[src/rtl/axis_adc_acq_ctrl.sv]
// ---------------------------------------------------------------------------
// axis_adc_acq_ctrl
//
// Triggered acquisition controller between the ADC sample stream and the
// DMA/packetizer. After an arm pulse it skips a holdoff of cfg_pre valid
// samples, waits for a level crossing or an external trigger, then forwards
// cfg_post samples (0 behaves as 1) as one AXI4-Stream packet ending in tlast.
//
// Ports
//   aclk, areset       clock, synchronous active-high reset
//   arm, abort         single-cycle control pulses (abort has priority)
//   cfg_pre            holdoff length in valid samples
//   cfg_post           packet length in samples
//   cfg_level          signed trigger threshold
//   cfg_slope          1 = rising crossing, 0 = falling crossing
//   cfg_src            0 = level trigger, 1 = external trigger
//   trg_ext            external trigger, looked at on valid samples only
//   s_axis_*           ADC sample stream (no tready)
//   m_axis_*           packet output through a 1-deep register
//   sts_state          current state encoding (see table below)
//   sts_overflow       sticky: a capture sample was dropped by backpressure
//   sts_trg_pos        valid samples since arm, including the trigger sample
//
// state      | meaning
// -----------+--------------------------------------------------------------
// IDLE       | waiting for arm
// HOLDOFF    | counting cfg_pre valid samples before detection is enabled
// WAIT_TRIG  | looking for the trigger condition on each valid sample
// CAPTURE    | forwarding samples until the packet length is reached
// DONE       | packet finished; pending output drains, input is ignored
// ---------------------------------------------------------------------------
`timescale 1ns/1ps

module axis_adc_acq_ctrl #(
    parameter int DATA_WIDTH = 16,
    parameter int CNTR_WIDTH = 32
) (
    input  logic                  aclk,
    input  logic                  areset,
    input  logic                  arm,
    input  logic                  abort,
    input  logic [CNTR_WIDTH-1:0] cfg_pre,
    input  logic [CNTR_WIDTH-1:0] cfg_post,
    input  logic [DATA_WIDTH-1:0] cfg_level,
    input  logic                  cfg_slope,
    input  logic                  cfg_src,
    input  logic                  trg_ext,
    input  logic                  s_axis_tvalid,
    input  logic [DATA_WIDTH-1:0] s_axis_tdata,
    input  logic                  m_axis_tready,
    output logic                  m_axis_tvalid,
    output logic [DATA_WIDTH-1:0] m_axis_tdata,
    output logic                  m_axis_tlast,
    output logic [2:0]            sts_state,
    output logic                  sts_overflow,
    output logic [CNTR_WIDTH-1:0] sts_trg_pos
);

    typedef enum logic [2:0] {
        ST_IDLE      = 3'd0,
        ST_HOLDOFF   = 3'd1,
        ST_WAIT_TRIG = 3'd2,
        ST_CAPTURE   = 3'd3,
        ST_DONE      = 3'd4
    } state_t;

    localparam logic [CNTR_WIDTH-1:0] CNT_ZERO = '0;
    localparam logic [CNTR_WIDTH-1:0] CNT_ONE  = CNTR_WIDTH'(1);
    localparam logic [CNTR_WIDTH-1:0] CNT_MAX  = '1;

    state_t state, state_nxt;

    logic [CNTR_WIDTH-1:0] hold_rem;
    logic [CNTR_WIDTH-1:0] len_rem;
    logic [CNTR_WIDTH-1:0] ts_cnt;
    logic [CNTR_WIDTH-1:0] ts_inc;
    logic [CNTR_WIDTH-1:0] trg_pos;
    logic [DATA_WIDTH-1:0] level_q;
    logic [DATA_WIDTH-1:0] prev_q;
    logic [DATA_WIDTH-1:0] out_data;
    logic                  slope_q;
    logic                  src_q;
    logic                  prev_has;
    logic                  out_valid;
    logic                  out_last;
    logic                  overflow;

    logic arm_acc;
    logic running;
    logic take;
    logic cross_rise;
    logic cross_fall;
    logic trig_hit;
    logic cap_smp;
    logic cap_last;
    logic out_fire;
    logic out_load;

    assign arm_acc = arm && !abort && (state == ST_IDLE || state == ST_DONE);
    assign running = (state == ST_HOLDOFF) || (state == ST_WAIT_TRIG) || (state == ST_CAPTURE);
    assign take    = s_axis_tvalid && running;

    // prev_has blocks a false crossing against a stale prev from before arm
    assign cross_rise = prev_has && ($signed(prev_q) < $signed(level_q))
                        && ($signed(s_axis_tdata) >= $signed(level_q));
    assign cross_fall = prev_has && ($signed(prev_q) > $signed(level_q))
                        && ($signed(s_axis_tdata) <= $signed(level_q));
    assign trig_hit   = s_axis_tvalid && (src_q ? trg_ext : (slope_q ? cross_rise : cross_fall));

    // The trigger sample is the first captured sample
    assign cap_smp  = s_axis_tvalid && ((state == ST_WAIT_TRIG && trig_hit) || state == ST_CAPTURE);
    assign cap_last = (len_rem <= CNT_ONE);

    assign out_fire = out_valid && m_axis_tready;
    assign out_load = cap_smp && (!out_valid || m_axis_tready);

    assign ts_inc = (ts_cnt == CNT_MAX) ? ts_cnt : ts_cnt + CNT_ONE;

    always_ff @(posedge aclk) begin
        if (areset) begin
            state <= ST_IDLE;
        end else begin
            state <= state_nxt;
        end
    end

    always_comb begin
        state_nxt = state;
        if (abort) begin
            state_nxt = ST_IDLE;
        end else begin
            case (state)
                ST_IDLE, ST_DONE: begin
                    if (arm) state_nxt = ST_HOLDOFF;
                end
                ST_HOLDOFF: begin
                    if (hold_rem == CNT_ZERO) begin
                        state_nxt = ST_WAIT_TRIG;
                    end else if (s_axis_tvalid && hold_rem == CNT_ONE) begin
                        state_nxt = ST_WAIT_TRIG;
                    end
                end
                ST_WAIT_TRIG: begin
                    if (cap_smp) state_nxt = cap_last ? ST_DONE : ST_CAPTURE;
                end
                ST_CAPTURE: begin
                    if (cap_smp && cap_last) state_nxt = ST_DONE;
                end
                default: state_nxt = ST_IDLE;
            endcase
        end
    end

    always_ff @(posedge aclk) begin
        if (areset) begin
            hold_rem  <= '0;
            len_rem   <= '0;
            ts_cnt    <= '0;
            trg_pos   <= '0;
            level_q   <= '0;
            prev_q    <= '0;
            slope_q   <= 1'b0;
            src_q     <= 1'b0;
            prev_has  <= 1'b0;
            overflow  <= 1'b0;
            out_valid <= 1'b0;
            out_data  <= '0;
            out_last  <= 1'b0;
        end else if (abort) begin
            out_valid <= 1'b0;
            out_data  <= '0;
            out_last  <= 1'b0;
        end else begin
            if (arm_acc) begin
                level_q  <= cfg_level;
                slope_q  <= cfg_slope;
                src_q    <= cfg_src;
                hold_rem <= cfg_pre;
                len_rem  <= (cfg_post == CNT_ZERO) ? CNT_ONE : cfg_post;
                ts_cnt   <= '0;
                trg_pos  <= '0;
                overflow <= 1'b0;
                prev_has <= 1'b0;
            end

            if (take) begin
                ts_cnt   <= ts_inc;
                prev_q   <= s_axis_tdata;
                prev_has <= 1'b1;
            end

            if (state == ST_HOLDOFF && s_axis_tvalid && hold_rem != CNT_ZERO) begin
                hold_rem <= hold_rem - CNT_ONE;
            end

            if (cap_smp) begin
                if (len_rem != CNT_ZERO) len_rem <= len_rem - CNT_ONE;
                if (state == ST_WAIT_TRIG) trg_pos <= ts_inc;
                if (!out_load) overflow <= 1'b1;
            end

            if (out_load) begin
                out_valid <= 1'b1;
                out_data  <= s_axis_tdata;
                out_last  <= cap_last;
            end else if (out_fire) begin
                out_valid <= 1'b0;
            end
        end
    end

    assign m_axis_tvalid = out_valid;
    assign m_axis_tdata  = out_data;
    assign m_axis_tlast  = out_last;
    assign sts_state     = state;
    assign sts_overflow  = overflow;
    assign sts_trg_pos   = trg_pos;

endmodule

[config.mk]
export PLATFORM = sky130hd
export DESIGN_NAME = axis_adc_acq_ctrl
export DESIGN_NICKNAME = d
export VERILOG_FILES = /design/src/rtl/axis_adc_acq_ctrl.sv
export SDC_FILE = /design/constraint.sdc
export NUM_CORES = 1
export LEC_CHECK = 0
export CORE_AREA = 5 5 121 168
export DETAILED_ROUTE_END_ITERATION = 10
export DIE_AREA = 0 0 126 173
export GPL_ROUTABILITY_DRIVEN = 0
export PLACE_DENSITY_LB_ADDON = 0.3
export RECOVER_POWER = 50
export SYNTH_ARGS = -nofsm -noshare
export SYNTH_HDL_FRONTEND = slang
export SYNTH_SLANG_ARGS = --single-unit
[constraint.sdc]
create_clock -name aclk -period 6.2 [get_ports aclk]
set_input_delay 1.86 -clock aclk [delete_from_list [all_inputs] [get_ports aclk]]
set_output_delay 1.86 -clock aclk [all_outputs]
set_load 0.1 [all_outputs]
Word-level counts from Yosys, hierarchy flattened

Cells that the tools add are included.

Register bits after elaboration: 185
Output and inout port bits: 54
Word-level logic and storage cells: 99

Bitwise operators: 1
Order comparisons: 5
Reductions and logical operators: 38
Add/subtract/negate cells: 3
Eq/ne operators: 10
Multiplexer cells: 28

Operator list:

| operator                | count |
|---|---|
| $mux W32                | 12 |
| $logic_not A32 Y1       | 2 |
| $reduce_bool A32 Y1     | 2 |
| $sub A32 B1 Y32 const B | 2 |
| $add A32 B1 Y32 const B | 1 |
| $eq A32 B1 Y1 const B   | 1 |
| $eq A32 B32 Y1 const B  | 1 |
| $le A32 B1 Y1 const B   | 1 |
| $mux W3                 | 6 |
| $ge A16 B16 Y1          | 1 |
| $gt A16 B16 Y1          | 1 |
| $le A16 B16 Y1          | 1 |
| $logic_and A1 B1 Y1     | 16 |
| $lt A16 B16 Y1          | 1 |
| $pmux W3 S4             | 1 |
| $mux W1                 | 9 |
| $reduce_and A2 Y1       | 4 |
| $eq A3 B2 Y1 const B    | 2 |
| $reduce_bool A2 Y1      | 3 |
| $logic_or A1 B1 Y1      | 5 |
| $ne A2 B2 Y1 const B    | 2 |
| $reduce_and A4 Y1       | 1 |
| $reduce_or A2 Y1        | 2 |
| $eq A3 B1 Y1 const B    | 1 |
| 6 further kinds         | 7 |

Longest topological paths before layout

Gate-level depths: netlist (run 1).

Word-level depth: 12
Gate-level depth with buffers: 14
Gate-level depth less buffers: 12

Least setup slack after synthesis (run 1)

OpenSTA, ideal clock, no wires.

Kind: input to register
Start: input s_axis_tdata[13]
End: register out_data[10] (netlist: m_axis_tdata[10])
Arrival time: 4593 ps
Required time: 6072 ps
Path buffers: 2
Slack: 1479 ps
Setup time: 128 ps
Cell stages on the path: 13
Cells stage by stage: ha_1 -> nand3_1 -> nor4_1 -> a21boi_0 -> nor4_1 -> or3b_2 -> o22ai_1 -> o32ai_2 -> nand3_1 -> buf_2 -> buf_2 -> mux2i_1 -> nor2_1

Longest elaborated chain between the ends: 9

Ends and longest elaborated chain:

| what                                                    | line     | source |
|---|---|---|
| start: declaration                                      | 49       | `input logic [DATA_WIDTH-1:0] s_axis_tdata,` |
| $le A16 B16 Y1 / $ge A16 B16 Y1 (equally long branches) | 107, 105 |  |
| $logic_and A1 B1 Y1 (on tied branches)                  | 107, 105 |  |
| $mux W1 (*) (2 in series)                               | 108      | `assign trig_hit = s_axis_tvalid && (src_q ? trg_ext : (slope_q ? cross_rise : cross_fall));` |
| $logic_and A1 B1 Y1 (*)                                 | 108      |  |
| $logic_and A1 B1 Y1 (*)                                 | 111      | `assign cap_smp = s_axis_tvalid && ((state == ST_WAIT_TRIG && trig_hit) \|\| state == ST_CAPTURE);` |
| $logic_or A1 B1 Y1 (*)                                  | 111      |  |
| $logic_and A1 B1 Y1 (*)                                 | 111      |  |
| $logic_and A1 B1 Y1 (*)                                 | 115      | `assign out_load = cap_smp && (!out_valid \|\| m_axis_tready);` |
| end signal: assignment                                  | 204      | `out_data <= s_axis_tdata;` |
| end: declaration                                        | 80       | `logic [DATA_WIDTH-1:0] out_data;` |

Every way passes the cells marked *; elsewhere a longest branch is shown, timed or not.
A chain may end at the register's enable or synchronous reset.

Worst setup path in the final report (run 1)

Start: input s_axis_tdata[13]
End: register len_rem[18]

Longest elaborated chain between the ends: 9

Ends and longest elaborated chain:

| what                                                    | line     | source |
|---|---|---|
| $le A16 B16 Y1 / $ge A16 B16 Y1 (equally long branches) | 107, 105 |  |
| $logic_and A1 B1 Y1 (on tied branches)                  | 107, 105 |  |
| $mux W1 (*) (2 in series)                               | 108      |  |
| $logic_and A1 B1 Y1 (*)                                 | 108      |  |
| $logic_and A1 B1 Y1 (*)                                 | 111      |  |
| $logic_or A1 B1 Y1 (*)                                  | 111      |  |
| $logic_and A1 B1 Y1 (*)                                 | 111      |  |
| $mux W32 (*)                                            | 196      | `if (cap_smp) begin` |
| end signal: assignment                                  | 179      | `len_rem <= (cfg_post == CNT_ZERO) ? CNT_ONE : cfg_post;` |
| end signal: assignment                                  | 197      | `if (len_rem != CNT_ZERO) len_rem <= len_rem - CNT_ONE;` |
| end: declaration                                        | 74       | `logic [CNTR_WIDTH-1:0] len_rem;` |

Marks and branches as above.

==> results of run 1 <==
-- path summary, 6_finish.rpt --
| check | endpoint | startpoint |
|---|---|---|
| max | len_rem[18] | s_axis_tdata[13] |
| min | level_q[15] | level_q[15] |
| max reg2reg | hold_rem[30] | hold_rem[12] |
| min reg2reg | level_q[15] | level_q[15] |
-- kinds of logic after synthesis --
kind of cell    after synthesis  share of synthesized area
compound gates              376                      0.238
flops                       185                      0.369
xor+xnor                     34                     0.0296
mux                          22                     0.0220
fa+ha+maj                    38                     0.0473
simple gates                542                      0.248
buf+inv                     116                     0.0461
-- power groups by stage --
stage	sequential (mW)	clock (mW)	combinational [mW]
floorplan	1.28	0	0.272
global placement	1.28	0	0.423
detailed placement	1.28	0	0.431
CTS	1.25	1.08	0.434
global route	1.26	1.13	0.483
finish	1.26	1.06	0.435
-- per-stage QoR --
| step | hold slack, ns | util | area, um^2 |
|---|---|---|---|
| floorplan | 0.434 | - | 10000 |
| global route | 0.476 | 0.661 | 12300 |
| CTS | 0.457 | 0.663 | 12300 |
| global placement | 0.441 | 0.632 | 11800 |
| finish | 0.456 | 0.661 | 12300 |
| detailed placement | 0.446 | 0.632 | 11800 |
-- cell usage in the layout, fill, tap and decap left out, drive strengths merged, types with 6 or more instances in the layout --
cell             n
o211ai           9
dfxtp          185
inv             38
a21o            11
nor2           163
ha              38
and3            19
a22oi           29
or3             17
clkinv           6
nor3            32
nand4           13
o22ai            9
clkbuf          21
or4              9
dlygate4sd3     57
a211oi          19
a21oi          125
xor2            10
nand3           45
nand2          178
a2111oi         10
nor4            30
xnor2           24
o21ai           97
buf             14
clkdlybuf4s50  100
mux2i           21
nand2b          12
o2bb2ai         31
-- critical path, cell delays in order --
cell	delay, ns
clkdlybuf4s50_1	0.45
ha_1	0.32
nand3_1	0.12
nor4_1	0.40
a21boi_0	0.31
nor4_1	0.12
or3b_2	0.49
o22a_1	0.23
a21o_4	0.31
nand2_2	0.24
nor2_1	0.10
a2111oi_2	0.36
-- metal layers --
metal / vias up / GRT usage
li1: 4953 / -
met1: 4723 / 0.306
met2: 321 / 0.447
met3: 76 / 0.0469
met4: 2 / 0.102
met5: - / 0
-- flip-flops by register name, indices dropped and copies added, names as in the netlist, 3 cells and up --
signal        cells
sts_state         3
level_q          16
ts_cnt           32
prev_q           16
sts_trg_pos      32
len_rem          32
m_axis_tdata     16
hold_rem         32
-- area by class of cell --
cell class	count	share of cell area
clock inverter	14	0.0124
clock buffer	17	0.0346
sequential	185	0.301
multi-input combinational	1012	0.480
inverter	32	0.00976
timing repair buffer	175	0.137
tap	244	0.0248
==> results.py, run 1 <==
metrics = {
    "worst_setup_path": {
        "crit_type": "input pin to flip-flop",
        "reg2regPathDepth": 11,
        "required_ns": 6.53,
        "critical_path_arrival_ns": 5.35,
        "crit_path_start_kind": "input pin",
        "r2r_slack_ns": 2.02,
        "cp-end-kind": "flip-flop",
        "path_max_fanout": 25,
    },
    "sta": {
        "fin_tns_setup_ns": 0,
        "finClkSkew_ns": 0.0151,
        "fin_crit_sh": 0.811,
        "timing.final.ws_setup_ns": 1.17,
        "tightest_slew_ns": 1.82,
        "fmax_mhz": 199,
        "fin_crit_ns": 5.03,
        "report.final.slew_viol_count": 126,
        "setup_viol": 0,
        "finalHoldViolCount": 0,
        "slew_headroom": -0.211,
        "rsz0062_at_grt": "false",
    },
    "pwr": {
        "p_leak_nw": 4.60,
        "pwr-share-seq": 0.456,
        "total_power_mw": 2.75,
        "irDropWorstVdd_mv": 0.179,
        "p_per_area_mw_per_mm2": 224,
        "pwr-share-clk": 0.386,
        "netSwitchingPower_mw": 0.817,
        "combinationalPowerShare": 0.158,
        "p_int_mw": 1.94,
        "p_sw_frac": 0.296,
    },
    "placement": {
        "dp.cells": 1648,
        "post-place-ws_ns": 0.756,
        "portBuffers": 158,
        "post-dp-hpwl_mm": 19.6,
    },
    "yosys": {
        "ys_seq_area_frac": 0.369,
        "synthFlopType": "dfxtp_1",
        "synth_area_mm2": 0.0100,
        "yosys_warnings": 0,
        "synth_top_area_frac": 0.369,
        "avgSynthCellArea_um2": 7.65,
        "ys_seq_elements": 185,
        "synthTopCellsByCount": "dfxtp_1, nand2_1, nor2_1",
        "synth_area_leader_cell": "dfxtp_1",
        "yosysMostFrequentCell": "dfxtp_1",
        "synth_area_leaders": "dfxtp_1, nand2_1, a21oi_1",
        "syn-instance-count": 1313,
        "synth_cell_types": 72,
        "synth_edf_count": 0,
        "async_flop_share": 0,
        "synth_fp_nets": 1456,
    },
    "global_routing": {
        "grtUsageTotal": 0.255,
        "grt_first_pass_wirelength_mm": 47.5,
        "grt_max_degree": 75,
        "antenna_found_initial": 1,
        "gr-total-overflow": 0,
        "grt_pass1_vias": 9925,
    },
    "hold_path": {
        "hold_depth": 2,
        "hold_class": "flip-flop to flip-flop",
    },
    "route": {
        "maxUsedRoutingLayer": "met5",
        "wl_met2_mm": 14.1,
        "routedWlPerCell_um": 16.9,
        "drc": 0,
        "wl_met3_mm": 1.62,
        "drtIter0Drc": 725,
        "wirelength_mm": 28.3,
        "ant_nets": 0,
        "vias": 10075,
        "vias_per_cell": 6.00,
        "detail_route.first_pass.iterations": 5,
        "m1WireLength_mm": 11.7,
    },
    "die": {
        "pin_count": 159,
        "coreArea_mm2": 0.0186,
        "num_rows": 59,
        "die-height_um": 173,
        "die_x_um": 126,
        "start_util": 0.540,
        "dieArea_mm2": 0.0218,
    },
    "clock_network": {
        "cts_buffer_depth": 2,
        "clkSinkCount": 185,
        "post-cts-setup-buffers": 0,
        "cts_root_buffer": "clkbuf_16",
        "cts_tree": "built",
        "hold_buffers": 0,
        "clock_latency_ns": 0.44,
        "htree_levels": 4,
        "path_clk_slew_ns": 0.07,
        "cts_buffers": 17,
        "cts_resized": 0,
    },
    "final_layout": {
        "regArea_mm2": 0.00370,
        "instances_no_fill": 1679,
        "multi_input_area_mm2": 0.00591,
        "n_fill_cell": 1647,
        "fin_nets": 1566,
        "n_antenna_cell": 0,
        "drive_above_1_share": 0.0467,
        "areaGrowthSynthToFinish_pct": 22.5,
    },
    "run_status": {
        "outcome": "finished, violations left",
        "failed_checks": "capacitance limit, slew limit",
    },
    "job": {
        "drv_cap": 3,
    },
}
(Power assumes the default switching activity.)
==> run 2: changes to the inputs <==
==> constraint.sdc (replaced) <==
create_clock -name aclk -period 4.8 [get_ports aclk]
set_input_delay 1.44 -clock aclk [delete_from_list [all_inputs] [get_ports aclk]]
set_output_delay 1.44 -clock aclk [all_outputs]
set_load 0.1 [all_outputs]
==> results.py, run 2 (synthesized netlist as in run 1, its figures left out) <==
metrics = {
    "placement": {
        "post-dp-hpwl_mm": 20.2,
        "portBuffers": 158,
        "post-place-ws_ns": -0.376,
        "dpl_cell_area_mm2": 0.0120,
    },
    "final_layout": {
        "mostFrequentLayoutCells": "dfxtp_1, nand2_1, nor2_1, a21oi_1, clkdlybuf4s50_1",
        "areaGrowthSynthToFinish_pct": 25.4,
        "n_antenna_cell": 0,
        "drive_above_1_share": 0.0676,
        "fin_nets": 1594,
        "n_fill_cell": 1602,
        "final_common_cell": "dfxtp_1",
        "final_area_mm2": 0.0126,
    },
    "clock_network": {
        "clock_latency_ns": 0.44,
        "cts_buffers": 17,
        "cts_buffer_depth": 2,
        "cts_tree": "built",
        "post-cts-setup-buffers": 0,
        "cts_root_buffer": "clkbuf_16",
        "clkSinkCount": 185,
        "path_clk_slew_ns": 0.07,
        "htree_levels": 4,
    },
    "route": {
        "wl_met2_mm": 14.7,
        "detail_route.first_pass.iterations": 6,
        "vias": 10221,
        "wirelength_mm": 29.0,
        "ant_nets": 0,
        "m1WireLength_mm": 11.9,
        "drtIter0Drc": 944,
        "vias_per_cell": 5.98,
        "drc": 0,
        "routedWlPerCell_um": 17.0,
        "wl_met3_mm": 1.80,
        "maxUsedRoutingLayer": "met5",
    },
    "die": {
        "dieArea_mm2": 0.0218,
        "start_util": 0.540,
        "num_rows": 59,
        "pin_count": 159,
        "die-height_um": 173,
        "coreArea_mm2": 0.0186,
        "die_x_um": 126,
    },
    "sta": {
        "setup_viol": 0,
        "tightest_slew_ns": 1.73,
        "timing.final.ws_setup_ns": 0.186,
        "finClkSkew_ns": 0.0145,
        "fin_crit_sh": 0.961,
        "finalHoldViolCount": 0,
        "slew_headroom": -0.154,
        "fin_crit_ns": 4.61,
        "report.final.slew_viol_count": 34,
        "fmax_mhz": 217,
        "rsz0062_at_grt": "false",
    },
    "global_routing": {
        "antenna_found_initial": 1,
        "grt_pass1_vias": 10035,
        "grt_max_degree": 83,
        "grt_first_pass_wirelength_mm": 47.8,
        "gr-total-overflow": 0,
        "grtUsageTotal": 0.257,
    },
    "run_status": {
        "failed_checks": "capacitance limit, slew limit",
        "outcome": "finished, violations left",
    },
    "worst_setup_path": {
        "crit_type": "input pin to flip-flop",
        "critical_path_arrival_ns": 4.98,
        "r2r_slack_ns": 1.18,
        "reg2reg_to": "hold_rem[11]",
        "cp-end-kind": "flip-flop",
        "reg2regPathDepth": 9,
        "crit_start": "s_axis_tdata[14]",
        "regToRegStartpoint": "hold_rem[12]",
        "path_max_fanout": 25,
        "required_ns": 5.16,
        "crit_path_start_kind": "input pin",
    },
    "pwr": {
        "pwr-share-seq": 0.449,
        "combinationalPowerShare": 0.161,
        "p_per_area_mw_per_mm2": 287,
        "pwr-share-clk": 0.390,
        "p_sw_frac": 0.291,
        "netSwitchingPower_mw": 1.05,
        "p_int_mw": 2.56,
        "p_leak_nw": 4.76,
        "irDropWorstVdd_mv": 0.242,
        "total_power_mw": 3.61,
    },
    "hold_path": {
        "whs_endpoint": "level_q[15]",
        "hold_start": "level_q[15]",
        "hold_class": "flip-flop to flip-flop",
        "hold_depth": 2,
    },
    "job": {
        "drv_cap": 1,
    },
}
-- run 2: power by group through the flow --
stage	clock network, mW	registers, mW	logic [mW]
after detailed placement	0	1.66	0.573
after global placement	0	1.65	0.560
after CTS	1.43	1.62	0.578
after global routing	1.48	1.63	0.642
final	1.41	1.62	0.583
after floorplan	0	1.65	0.352
-- run 2: what timing repair did --
| action | in CTS | in global routing |
|---|---|---|
| gates resized for setup | 0 | 4 |
| hold buffers | 0 | 0 |
| endpoints found under the setup margin | 0 | 39 |
-- run 2: final cells by class --
cell class              count  area, um^2  share of cell area
flip-flops and latches    185        3700               0.294
well taps                 244         305              0.0242
inverters                  32         120             0.00953
repair buffers            203        1950               0.155
clock buffers              18         429              0.0341
multi-input cells        1012        5930               0.470
clock inverters            14         163              0.0129
-- run 2: metrics by stage --
| step | hold slack (ns) | util | cells | TNS, ns |
|---|---|---|---|---|
| floorplan | 0.434 | - | 1313 | 0 |
| global placement | 0.442 | 0.646 | 1676 | -5.22 |
| detailed placement | 0.445 | 0.646 | 1676 | -15.38 |
| CTS | 0.457 | 0.678 | 1708 | 0 |
| global route | 0.477 | 0.677 | 1708 | 0 |
| finish | 0.455 | 0.677 | 1708 | 0 |
-- run 2: routing by layer --
metal,vias to the layer above,track usage
met3,61,0.0546
met4,2,0.0881
li1,5017,-
met5,-,0
met2,370,0.458
met1,4771,0.304
-- run 2: worst max path at each step --
stage	endpoint	slack, ns
floorplan	m_axis_tdata[10]	0.50
global placement	len_rem[28]	-0.23
detailed placement	len_rem[10]	-0.38
CTS	len_rem[18]	0.01
global route	len_rem[4]	0.05
finish	len_rem[4]	0.19
-- run 2: worst max-delay path, cell delays in order --
cell and delay (ns):
clkdlybuf4s50_1 0.44, ha_1 0.31, nand3_1 0.15, nor4_2 0.40, a21boi_1 0.32, nor4_1 0.12, or3b_2 0.50, o22a_1 0.25
a21oi_2 0.20, buf_6 0.25, nor2_1 0.10, a311o_1 0.36, a21oi_1 0.11
